==> src/rtl/qspi_pkg.sv <==
// Shared definitions for the QSPI command scheduler: flash opcodes, scheduler states, write-class decode.
// Latency: n/a (constants and a pure function).
// Backpressure: n/a.
package qspi_pkg;

    // Flash opcodes the scheduler issues itself or must recognise.
    localparam logic [7:0] OP_WREN = 8'h06;
    localparam logic [7:0] OP_RDSR = 8'h05;
    localparam logic [7:0] OP_PP   = 8'h02;
    localparam logic [7:0] OP_SSE  = 8'h20;
    localparam logic [7:0] OP_SE   = 8'hD8;
    localparam logic [7:0] OP_BE   = 8'hC7;
    localparam logic [7:0] OP_WRSR = 8'h01;

    typedef enum logic [3:0] {
        ST_IDLE      = 4'd0,
        ST_ARB       = 4'd1,
        ST_WREN      = 4'd2,
        ST_WREN_WAIT = 4'd3,
        ST_OP        = 4'd4,
        ST_OP_WAIT   = 4'd5,
        ST_GAP       = 4'd6,
        ST_POLL      = 4'd7,
        ST_POLL_WAIT = 4'd8,
        ST_FINISH    = 4'd9
    } sched_st_e;

    // Opcodes that modify the array/status register: need WREN before and WIP polling after.
    function automatic logic is_write_op(input logic [7:0] cmd);
        return (cmd == OP_PP) || (cmd == OP_SSE) || (cmd == OP_SE) ||
               (cmd == OP_BE) || (cmd == OP_WRSR);
    endfunction

endpackage

==> src/rtl/qspi_cmd_sched_if.sv <==
// Scheduler-to-engine command bus: start pulse with cmd/addr/len, done pulse with last read byte.
// Latency: n/a (wires only).
// Backpressure: none; the scheduler never issues a new start before the previous done.
// Ports: master = scheduler (drives eng_start/cmd/addr/len), slave = engine (drives eng_done/eng_rdata).
interface qspi_cmd_sched_if #(
    parameter int ADDR_W = 24,
    parameter int LEN_W  = 9
) ();
    logic              eng_start;
    logic [7:0]        eng_cmd;
    logic [ADDR_W-1:0] eng_addr;
    logic [LEN_W-1:0]  eng_len;
    logic              eng_done;
    logic [7:0]        eng_rdata;

    modport master (
        output eng_start, eng_cmd, eng_addr, eng_len,
        input  eng_done, eng_rdata
    );

    modport slave (
        input  eng_start, eng_cmd, eng_addr, eng_len,
        output eng_done, eng_rdata
    );
endinterface

==> src/rtl/qspi_rr_arb.sv <==
// Combinational round-robin picker: first requester at or after ptr (wrapping) wins.
// Latency: 0 cycles (pure combinational).
// Backpressure: none; caller decides when to sample the winner.
// Ports: req (request levels), ptr (highest-priority index) -> win_oh (one-hot), win_idx, win_vld.
module qspi_rr_arb #(
    parameter int NUM_REQ = 2,
    parameter int IDX_W   = $clog2(NUM_REQ)
) (
    input  logic [NUM_REQ-1:0] req,
    input  logic [IDX_W-1:0]   ptr,
    output logic [NUM_REQ-1:0] win_oh,
    output logic [IDX_W-1:0]   win_idx,
    output logic               win_vld
);
    int pos;

    always_comb begin
        win_oh  = '0;
        win_idx = '0;
        win_vld = 1'b0;
        pos     = 0;
        // Scan from the farthest offset back to ptr so the nearest active requester is the last write.
        for (int k = NUM_REQ - 1; k >= 0; k--) begin
            pos = int'(ptr) + k;
            if (pos >= NUM_REQ) begin
                pos = pos - NUM_REQ;
            end
            if (req[pos[IDX_W-1:0]]) begin
                win_oh                  = '0;
                win_oh[pos[IDX_W-1:0]]  = 1'b1;
                win_idx                 = pos[IDX_W-1:0];
                win_vld                 = 1'b1;
            end
        end
    end
endmodule

==> src/rtl/qspi_cmd_sched.sv <==
// Flash command scheduler: round-robin grant, WREN prefix and RDSR/WIP polling for write-class opcodes.
// Latency: req seen in IDLE -> gnt 2 cycles later, first eng_start 3 cycles later; done 2 cycles after final eng_done.
// Backpressure: requesters wait on gnt/done; one engine command in flight, next start only after eng_done.
// Ports: ref_clk/rst_n; per-client req/req_cmd/req_addr/req_len in, gnt/done/err out; eng = engine bus (master).
module qspi_cmd_sched
    import qspi_pkg::*;
#(
    parameter int NUM_REQ  = 2,
    parameter int ADDR_W   = 24,
    parameter int LEN_W    = 9,
    parameter int POLL_GAP = 256,
    parameter int POLL_MAX = 65535
) (
    input  logic                      ref_clk,
    input  logic                      rst_n,
    input  logic [NUM_REQ-1:0]        req,
    input  logic [NUM_REQ*8-1:0]      req_cmd,
    input  logic [NUM_REQ*ADDR_W-1:0] req_addr,
    input  logic [NUM_REQ*LEN_W-1:0]  req_len,
    output logic [NUM_REQ-1:0]        gnt,
    output logic [NUM_REQ-1:0]        done,
    output logic [NUM_REQ-1:0]        err,
    qspi_cmd_sched_if.master          eng
);
    localparam int IDX_W = $clog2(NUM_REQ);
    localparam int GAP_W = $clog2(POLL_GAP + 1);

    // Per-client views of the flattened request buses.
    logic [7:0]        cmd_arr  [NUM_REQ];
    logic [ADDR_W-1:0] addr_arr [NUM_REQ];
    logic [LEN_W-1:0]  len_arr  [NUM_REQ];

    for (genvar g = 0; g < NUM_REQ; g++) begin : g_split
        assign cmd_arr[g]  = req_cmd[g*8 +: 8];
        assign addr_arr[g] = req_addr[g*ADDR_W +: ADDR_W];
        assign len_arr[g]  = req_len[g*LEN_W +: LEN_W];
    end

    sched_st_e          st_q, st_d;
    logic [IDX_W-1:0]   ptr_q, ptr_d;
    logic [IDX_W-1:0]   win_q, win_d;
    logic [7:0]         cmd_q, cmd_d;
    logic [ADDR_W-1:0]  addr_q, addr_d;
    logic [LEN_W-1:0]   len_q, len_d;
    logic               wr_q, wr_d;
    logic               tmo_q, tmo_d;
    logic [15:0]        poll_cnt_q, poll_cnt_d;
    logic [GAP_W-1:0]   gap_cnt_q, gap_cnt_d;
    logic [NUM_REQ-1:0] gnt_q, gnt_d;
    logic [NUM_REQ-1:0] done_q, done_d;
    logic [NUM_REQ-1:0] err_q, err_d;
    logic               eng_start_q, eng_start_d;
    logic [7:0]         eng_cmd_q, eng_cmd_d;
    logic [ADDR_W-1:0]  eng_addr_q, eng_addr_d;
    logic [LEN_W-1:0]   eng_len_q, eng_len_d;

    logic [NUM_REQ-1:0] arb_oh;
    logic [IDX_W-1:0]   arb_idx;
    logic               arb_vld;

    // Only WIP (bit 0) of the status byte matters.
    logic rdata_unused;
    assign rdata_unused = ^eng.eng_rdata[7:1];

    qspi_rr_arb #(
        .NUM_REQ (NUM_REQ),
        .IDX_W   (IDX_W)
    ) u_arb (
        .req     (req),
        .ptr     (ptr_q),
        .win_oh  (arb_oh),
        .win_idx (arb_idx),
        .win_vld (arb_vld)
    );

    always_comb begin
        st_d        = st_q;
        ptr_d       = ptr_q;
        win_d       = win_q;
        cmd_d       = cmd_q;
        addr_d      = addr_q;
        len_d       = len_q;
        wr_d        = wr_q;
        tmo_d       = tmo_q;
        poll_cnt_d  = poll_cnt_q;
        gap_cnt_d   = gap_cnt_q;
        gnt_d       = gnt_q;
        done_d      = '0;
        err_d       = '0;
        eng_start_d = 1'b0;
        eng_cmd_d   = eng_cmd_q;
        eng_addr_d  = eng_addr_q;
        eng_len_d   = eng_len_q;

        case (st_q)
            ST_IDLE: begin
                if (|req) begin
                    st_d = ST_ARB;
                end
            end
            ST_ARB: begin
                // A request may have dropped since IDLE; fall back rather than grant nobody.
                if (arb_vld) begin
                    win_d      = arb_idx;
                    gnt_d      = arb_oh;
                    cmd_d      = cmd_arr[arb_idx];
                    addr_d     = addr_arr[arb_idx];
                    len_d      = len_arr[arb_idx];
                    wr_d       = is_write_op(cmd_arr[arb_idx]);
                    tmo_d      = 1'b0;
                    poll_cnt_d = '0;
                    st_d       = is_write_op(cmd_arr[arb_idx]) ? ST_WREN : ST_OP;
                end else begin
                    st_d = ST_IDLE;
                end
            end
            ST_WREN: begin
                eng_start_d = 1'b1;
                eng_cmd_d   = OP_WREN;
                eng_addr_d  = '0;
                eng_len_d   = '0;
                st_d        = ST_WREN_WAIT;
            end
            ST_WREN_WAIT: begin
                if (eng.eng_done) begin
                    st_d = ST_OP;
                end
            end
            ST_OP: begin
                eng_start_d = 1'b1;
                eng_cmd_d   = cmd_q;
                eng_addr_d  = addr_q;
                eng_len_d   = len_q;
                st_d        = ST_OP_WAIT;
            end
            ST_OP_WAIT: begin
                if (eng.eng_done) begin
                    gap_cnt_d = '0;
                    st_d      = wr_q ? ST_GAP : ST_FINISH;
                end
            end
            ST_GAP: begin
                if (gap_cnt_q == GAP_W'(POLL_GAP - 1)) begin
                    st_d = ST_POLL;
                end else begin
                    gap_cnt_d = gap_cnt_q + 1'b1;
                end
            end
            ST_POLL: begin
                eng_start_d = 1'b1;
                eng_cmd_d   = OP_RDSR;
                eng_addr_d  = '0;
                eng_len_d   = LEN_W'(1);
                poll_cnt_d  = poll_cnt_q + 16'd1;
                st_d        = ST_POLL_WAIT;
            end
            ST_POLL_WAIT: begin
                if (eng.eng_done) begin
                    // WIP clear takes precedence: a last poll that reads ready is a success.
                    if (!eng.eng_rdata[0]) begin
                        st_d = ST_FINISH;
                    end else if (poll_cnt_q == 16'(POLL_MAX)) begin
                        tmo_d = 1'b1;
                        st_d  = ST_FINISH;
                    end else begin
                        gap_cnt_d = '0;
                        st_d      = ST_GAP;
                    end
                end
            end
            ST_FINISH: begin
                done_d[win_q] = 1'b1;
                err_d[win_q]  = tmo_q;
                gnt_d         = '0;
                ptr_d         = (win_q == IDX_W'(NUM_REQ - 1)) ? '0 : win_q + 1'b1;
                st_d          = ST_IDLE;
            end
            default: begin
                st_d = ST_IDLE;
            end
        endcase
    end

    always_ff @(posedge ref_clk or negedge rst_n) begin
        if (!rst_n) begin
            st_q        <= ST_IDLE;
            ptr_q       <= '0;
            win_q       <= '0;
            cmd_q       <= '0;
            addr_q      <= '0;
            len_q       <= '0;
            wr_q        <= 1'b0;
            tmo_q       <= 1'b0;
            poll_cnt_q  <= '0;
            gap_cnt_q   <= '0;
            gnt_q       <= '0;
            done_q      <= '0;
            err_q       <= '0;
            eng_start_q <= 1'b0;
            eng_cmd_q   <= '0;
            eng_addr_q  <= '0;
            eng_len_q   <= '0;
        end else begin
            st_q        <= st_d;
            ptr_q       <= ptr_d;
            win_q       <= win_d;
            cmd_q       <= cmd_d;
            addr_q      <= addr_d;
            len_q       <= len_d;
            wr_q        <= wr_d;
            tmo_q       <= tmo_d;
            poll_cnt_q  <= poll_cnt_d;
            gap_cnt_q   <= gap_cnt_d;
            gnt_q       <= gnt_d;
            done_q      <= done_d;
            err_q       <= err_d;
            eng_start_q <= eng_start_d;
            eng_cmd_q   <= eng_cmd_d;
            eng_addr_q  <= eng_addr_d;
            eng_len_q   <= eng_len_d;
        end
    end

    assign gnt           = gnt_q;
    assign done          = done_q;
    assign err           = err_q;
    assign eng.eng_start = eng_start_q;
    assign eng.eng_cmd   = eng_cmd_q;
    assign eng.eng_addr  = eng_addr_q;
    assign eng.eng_len   = eng_len_q;

endmodule

==> src/flat_wrapper.sv <==
// flat-port wrapper written by rule: the top's interface ports become plain ports
module qspi_cmd_sched_flat import qspi_pkg::*;
#(
    parameter int NUM_REQ  = 2,
    parameter int ADDR_W   = 24,
    parameter int LEN_W    = 9,
    parameter int POLL_GAP = 256,
    parameter int POLL_MAX = 65535
)
  (ref_clk, rst_n, req, req_cmd, req_addr, req_len, gnt, done, err, eng_eng_start, eng_eng_cmd, eng_eng_addr, eng_eng_len, eng_eng_done, eng_eng_rdata);
  qspi_cmd_sched_if #(.ADDR_W(ADDR_W), .LEN_W(LEN_W)) eng_i ();
  input  logic ref_clk;
  input  logic rst_n;
  input  logic [NUM_REQ-1:0] req;
  input  logic [NUM_REQ*8-1:0] req_cmd;
  input  logic [NUM_REQ*ADDR_W-1:0] req_addr;
  input  logic [NUM_REQ*LEN_W-1:0] req_len;
  output logic [NUM_REQ-1:0] gnt;
  output logic [NUM_REQ-1:0] done;
  output logic [NUM_REQ-1:0] err;
  output wire logic [$bits(eng_i.eng_start)-1:0] eng_eng_start;
  output wire logic [$bits(eng_i.eng_cmd)-1:0] eng_eng_cmd;
  output wire logic [$bits(eng_i.eng_addr)-1:0] eng_eng_addr;
  output wire logic [$bits(eng_i.eng_len)-1:0] eng_eng_len;
  input wire logic [$bits(eng_i.eng_done)-1:0] eng_eng_done;
  input wire logic [$bits(eng_i.eng_rdata)-1:0] eng_eng_rdata;
  assign eng_eng_start = eng_i.eng_start;
  assign eng_eng_cmd = eng_i.eng_cmd;
  assign eng_eng_addr = eng_i.eng_addr;
  assign eng_eng_len = eng_i.eng_len;
  assign eng_i.eng_done = eng_eng_done;
  assign eng_i.eng_rdata = eng_eng_rdata;
  qspi_cmd_sched #(.NUM_REQ(NUM_REQ), .ADDR_W(ADDR_W), .LEN_W(LEN_W), .POLL_GAP(POLL_GAP), .POLL_MAX(POLL_MAX)) u_core (.ref_clk(ref_clk), .rst_n(rst_n), .req(req), .req_cmd(req_cmd), .req_addr(req_addr), .req_len(req_len), .gnt(gnt), .done(done), .err(err), .eng(eng_i));
endmodule
==> config.mk <==
export PLATFORM = sky130hd
export DESIGN_NAME = qspi_cmd_sched_flat
export DESIGN_NICKNAME = d
export VERILOG_FILES = /design/src/rtl/qspi_pkg.sv /design/src/rtl/qspi_cmd_sched_if.sv /design/src/rtl/qspi_rr_arb.sv /design/src/rtl/qspi_cmd_sched.sv /design/src/flat_wrapper.sv
export SDC_FILE = /design/constraint.sdc
export NUM_CORES = 1
export LEC_CHECK = 0
export ABC_AREA = 1
export CORE_ASPECT_RATIO = 1.2
export CORE_MARGIN = 4
export CORE_UTILIZATION = 49
export CTS_CLUSTER_DIAMETER = 30
export CTS_CLUSTER_SIZE = 12
export DETAILED_ROUTE_END_ITERATION = 8
export GPL_TIMING_DRIVEN = 0
export PLACE_DENSITY_LB_ADDON = 0.12
export SLEW_MARGIN = 20
export SYNTH_ARGS = -nofsm -noshare
export SYNTH_HDL_FRONTEND = slang
export SYNTH_SLANG_ARGS = --single-unit
==> constraint.sdc <==
create_clock -name ref_clk -period 2.65 [get_ports ref_clk]
set_clock_uncertainty 0.2 [all_clocks]
set_input_delay 0.265 -clock ref_clk [delete_from_list [all_inputs] [get_ports ref_clk]]
set_output_delay 0.265 -clock ref_clk [all_outputs]
set_load 0.01 [all_outputs]
After elaboration in Yosys (flattened, before gate mapping) --
Index checks and enable logic that the tools add are counted.
Operators by class: multiplexer cells 60, $add $sub $neg 6, equal/unequal tests 26, bitwise gates (word level) 2, reduce and logical (&&, ||, !) cells 23, magnitude comparators 9
Operator list (count):
- 24-bit two-way mux | 3
- 9-bit two-way mux | 8
- 9-bit case mux with 3 select lines | 2
- 24-bit case mux with 2 select lines | 1
- 4-bit two-way mux | 9
- 4-bit case mux with 9 select lines | 1
- 16-bit case mux with 2 select lines | 1
- 8-bit two-way mux | 3
- 8-bit case mux with 3 select lines | 1
- 1-bit two-way mux | 19
- 16-bit by 1-bit adder with 16-bit output, second input constant | 1
- 16-bit equality test, second input constant | 1
- 4-bit by 3-bit equality test with 1-bit output, second input constant | 4
- 8-bit equality test, second input constant | 2
- 16-bit two-way mux | 1
- 2-bit inequality test, second input constant | 6
- 2-bit two-way mux | 5
- 5-bit AND reduction | 2
- 9-bit by 1-bit adder with 9-bit output, second input constant | 1
- 9-bit by 8-bit equality test with 1-bit output, second input constant | 1
- 4-bit by 2-bit equality test with 1-bit output, second input constant | 2
- 4-bit equality test, second input constant | 2
- 8-bit by 1-bit equality test with 1-bit output, second input constant | 1
- 8-bit by 2-bit equality test with 1-bit output, second input constant | 1
- other kinds (25) | 48
Storage, ports and cells: output and inout bits 48, input bits 95, bits in registers 122, word-level logic and storage cells 143

Depth between registers and ports, before layout --
depth in word-level cells 19, gate-level depth with buffers 15, mapped depth without buffers 15

Hierarchy --
Synthesis repeated with hierarchy kept, for this count alone.
Second synthesis, totals: cells, all modules 681, area, all modules 5799.3 µm²
By module, submodules not included:
- qspi_cmd_sched | area an instance 5765.5 µm², sequential area each 3052.9 µm², cells each 674, instances 1
- qspi_rr_arb | area an instance 33.8 µm², sequential area each 0.0 µm², cells each 7, instances 1

Worst setup path after synthesis --
OpenSTA, ideal clock, no wires.
kind register to register, from reg u_core.gap_cnt_q[0], to reg u_core.gap_cnt_q[2], data arrival time 1.606 ns, setup time 0.131 ns, buffers on the path 0, period minus slack after synthesis 1.937 ns, cell stages (with the launch flop) 11, required time 2.319 ns, slack 0.713 ns, cell sequence dfrtp_1 > ha_1 > nand3_1 > nor2_1 > ha_1 > nor2_2 > inv_2 > nand3_2 > nand3_4 > a31oi_1 > nor2_1
Between the ends: word-level cells in the longest chain between the ends 3, elaborated cells between the ends (all ways) 6, those cells by class add/sub: 1; eq/ne: 2; mux: 2; reduce/logical: 1
RTL lines:
- start, declared | line qspi_cmd_sched.sv:48 | logic [GAP_W-1:0] gap_cnt_q, gap_cnt_d;
- start signal, assigned | line qspi_cmd_sched.sv:213 | gap_cnt_q <= gap_cnt_d;
- 9-bit by 1-bit adder with 9-bit output or 9-bit by 8-bit equality test with 1-bit output (tied branches) | line qspi_cmd_sched.sv:146, qspi_cmd_sched.sv:143
- 9-bit two-way mux or 2-bit inequality test (tied branches)
- 9-bit case mux with 3 select lines or 6-bit AND reduction (tied branches)
Several ways; a longest one is shown, not always the timed one. The select of a mux whose other input is x is not followed. A chain may end at the register's enable or synchronous reset.

Final worst setup path --
from reg u_core.gap_cnt_q[0], to reg u_core.st_q[0]
Between the ends: word-level cells in the longest chain between the ends 3
RTL lines:
- 9-bit by 8-bit equality test with 1-bit output | line qspi_cmd_sched.sv:143 | if (gap_cnt_q == GAP_W'(POLL_GAP - 1)) begin
- 2-bit by 1-bit inequality test with 1-bit output (no source line)
- 5-bit AND reduction (no source line)
- end signal, assigned | line qspi_cmd_sched.sv:204 | st_q <= st_d;
- end, declared | line qspi_cmd_sched.sv:39 | sched_st_e st_q, st_d;
No other way between the ends.

==> impl_metrics.ini <==
[sta]
period_minus_slack_ps = 2290
maxSlewHeadroom_pct = 61.5
finalSetupViolCount = 0
worst_pin_slew_ps = 578
hold_viol = 0
max_freq_mhz = 437
fin_crit_sh_pct = 86.3
rsz0062_at_grt = false
slew_violations = 0
fin_ws_ps = 363

[cells_and_area]
final_common_cell = clkdlybuf4s50_1
stdcell_count = 983
n_antenna_cell = 0
fin_util_pct = 70.5
nets = 914
area.growth.synth_to_final_pct = 39.0
layout_common_cells = clkdlybuf4s50_1 (134), nand2_1 (130), dfrtp_1 (122), o21ai_0 (84), inv_1 (77)
drive_gt1_share_pct = 8.81

[cts]
cts.clk_slew.worst_paths_ps = 50
clockBufferDepth = 2
cts_tree = built
cts_max_level = 4
cts_resized = 0
cts.sinks = 122
clk_latency_ps = 410
cts_buffers = 17
cts_root_buf = clkbuf_16

[power_and_ir_drop]
powerDensity_nw_per_um2 = 1080
finalPower_w = 0.00849
irDropWorstVdd_mv = 0.629
power_leakage_nw = 3.66

[floorplan]
die_area_um2 = 13300
die_w_um = 106
initial_core_util_pct = 50.7
ioPinCount = 143
dieHeight_um = 126
rows = 42
coreArea_um2 = 11100

[synthesis]
muxShareOfSynthArea_pct = 0.908
synth_xor_area_share_pct = 1.24
yosys.area_share.simple_pct = 20.2
synthAdderAreaFrac_pct = 0.664
synth_compound_gate_area_share_pct = 14.7
synthDistinctLibCells = 41
synth_top_family_by_area = simple AND/OR/NAND/NOR gates
yosysSeqAreaShare_pct = 54.0
syn_area_per_cell_um2 = 8.56
synth_area_um2 = 5650
yosys_warnings = 0
ys_seq_elements = 122
postSynthCellCount = 660
synth_nets = 758

[global_routing]
grtUsageTotal_pct = 23.7
grt_overflow_total = 0
grt_pass1_wl_um = 25100
antenna_found_initial = 0
grt_start_max_net_pins = 63
grt_pass1_vias = 5219
busiest_layer = met2
use_met3_pct = 6.65
grtUsageMet1_pct = 28.1
met2_usage_pct = 40.5

[placed_design]
place.gp.congestion = 0.837
io_buffer_count = 135
dp_hpwl_um = 11100
placed_cells = 950
dpl_worst_slack_ps = 364

[setup_path]
cp.arrival_ps = 2420
reg2reg_to = u_core.st_q[0]$_DFFE_PN0P_
crit_path_start_kind = flip-flop
r2r-start = u_core.gap_cnt_q[0]$_DFFE_PN0P_
critical_path_required_ps = 2780
cp_max_fo = 4
endpoint_kind = flip-flop
crit_end = u_core.st_q[0]$_DFFE_PN0P_
reg2reg_slack_ps = 360
startpoint = u_core.gap_cnt_q[0]$_DFFE_PN0P_
crit_type = flip-flop to flip-flop
rr_worst_depth = 10

[run_status]
run_status = finished, final reports clean

[routing]
via_per_inst = 5.20
ant_nets = 0
wire_per_inst_um = 15.7
num_vias = 5112
drt_iter0_markers = 326
firstDrtPassIters = 5
routed_wl_um = 15400
drc = 0

[hold_path]
hp-class = primary input to asynchronous set/reset pin

[run]
maxCapViolCount = 0
==> layout make-up <==
| class | count | area, um2 |
|---|---|---|
| plain buffers | 27 | 149 |
| flip-flops and latches | 122 | 3050 |
| clock inverters | 8 | 140 |
| well taps | 154 | 193 |
| clock buffers | 24 | 482 |
| repair buffers | 137 | 1390 |
| inverters | 84 | 315 |
| fillers | 886 | 3280 |
| multi-input cells | 427 | 2130 |
==> state kept, by name, indices dropped and copies added (netlist names), 2 cells and up <==
register,count
u_core.len_q,9
u_core.done,2
u_core.eng.eng_len,9
u_core.gap_cnt_q,9
u_core.addr_q,24
u_core.err,2
u_core.eng.eng_cmd,8
u_core.st_q,4
u_core.gnt,2
u_core.poll_cnt_q,16
u_core.cmd_q,8
u_core.eng.eng_addr,24
==> worst min path at each step <==
stage / startpoint / endpoint / slack (ps) / depth (start not counted)
after global routing: req_addr[42] / u_core.addr_q[18]$_DFFE_PN0P_ / 270 / 3
final: rst_n / u_core.addr_q[17]$_DFFE_PN0P_ / 220 / 2
after CTS: rst_n / u_core.eng.eng_addr[19]$_DFFE_PN0P_ / 220 / 2
after floorplan: rst_n / u_core.addr_q[0]$_DFFE_PN0P_ / -230 / 0
after detailed placement: rst_n / u_core.addr_q[17]$_DFFE_PN0P_ / 80 / 1
after global placement: u_core.win_q$_DFFE_PN0P_ / u_core.done[0]$_DFF_PN0_ / 250 / 1
==> logic make-up (layout without fill, tap and decap cells) <==
family                     Yosys count  in the layout
adders and majority gates            3              3
and+or+nand+nor                    263            263
muxes                                5              5
AOI/OAI and AO/OA                  148            148
buffers and inverters              111            280
DFF                                122            122
xor gates and xnor gates             8              8
==> layer usage <==
layer / vias up / wire length [um]
li1: 2468 / -
met1: 2441 / 6110
met2: 171 / 7950
met3: 32 / 965
met4: 0 / 395
met5: - / 0
==> report_power, final <==
part	leakage (nW)	internal [W]	switching (W)
Combinational	1.78	0.00135	0.00186
Sequential	1.57	0.00254	0.000313
Clock	0.308	0.00164	0.000779
Total	3.66	0.00553	0.00296
==> cell usage after synthesis, drive strengths merged <==
cell type	count	area, um2
dfrtp	122	3050
inv	84	315
clkbuf	10	37.5
ha	3	37.5
nor2	82	340
a31oi	1	6.26
xnor2	4	35.0
nand3	25	148
buf	17	111
o21ai	86	430
or2	2	12.5
o221ai	1	8.76
mux2	1	11.3
xor2	4	35.0
nor3	8	40.0
o22a	1	8.76
a22o	2	18.8
a22oi	3	22.5
nor4	1	6.26
o31ai	2	15.0
nand2	135	524
nand4	2	12.5
mux2i	4	40.0
a21oi	10	50.1
nand3b	8	60.1
a211oi	1	7.51
o211ai	3	22.5
o32ai	1	8.76
o21bai	1	7.51
o22ai	36	225
==> timing repair <==
item	4_1_cts	5_1_grt
buffers inserted	0	0
hold buffers	1	0
hold endpoints to repair	60	0
==> metrics by stage <==
step | hold slack, ps | cell area [um2] | setup TNS, ps
floorplan | -231 | 5650 | 0
global placement | 246 | 7200 | -425800
detailed placement | 83.2 | 7220 | 0
CTS | 223 | 7860 | 0
global route | 272 | 7860 | 0
finish | 215 | 7860 | 0
==> worst max-delay path, stage by stage (launching register included) <==
cell	delay, ps
dfrtp_1	380
ha_1	180
nand3_1	110
nor2_1	160
ha_1	190
nor2_2	60
inv_2	70
o21ai_0	130
nor3_1	380
nand2_1	170
o21bai_1	170
(Power assumes the default switching activity.)
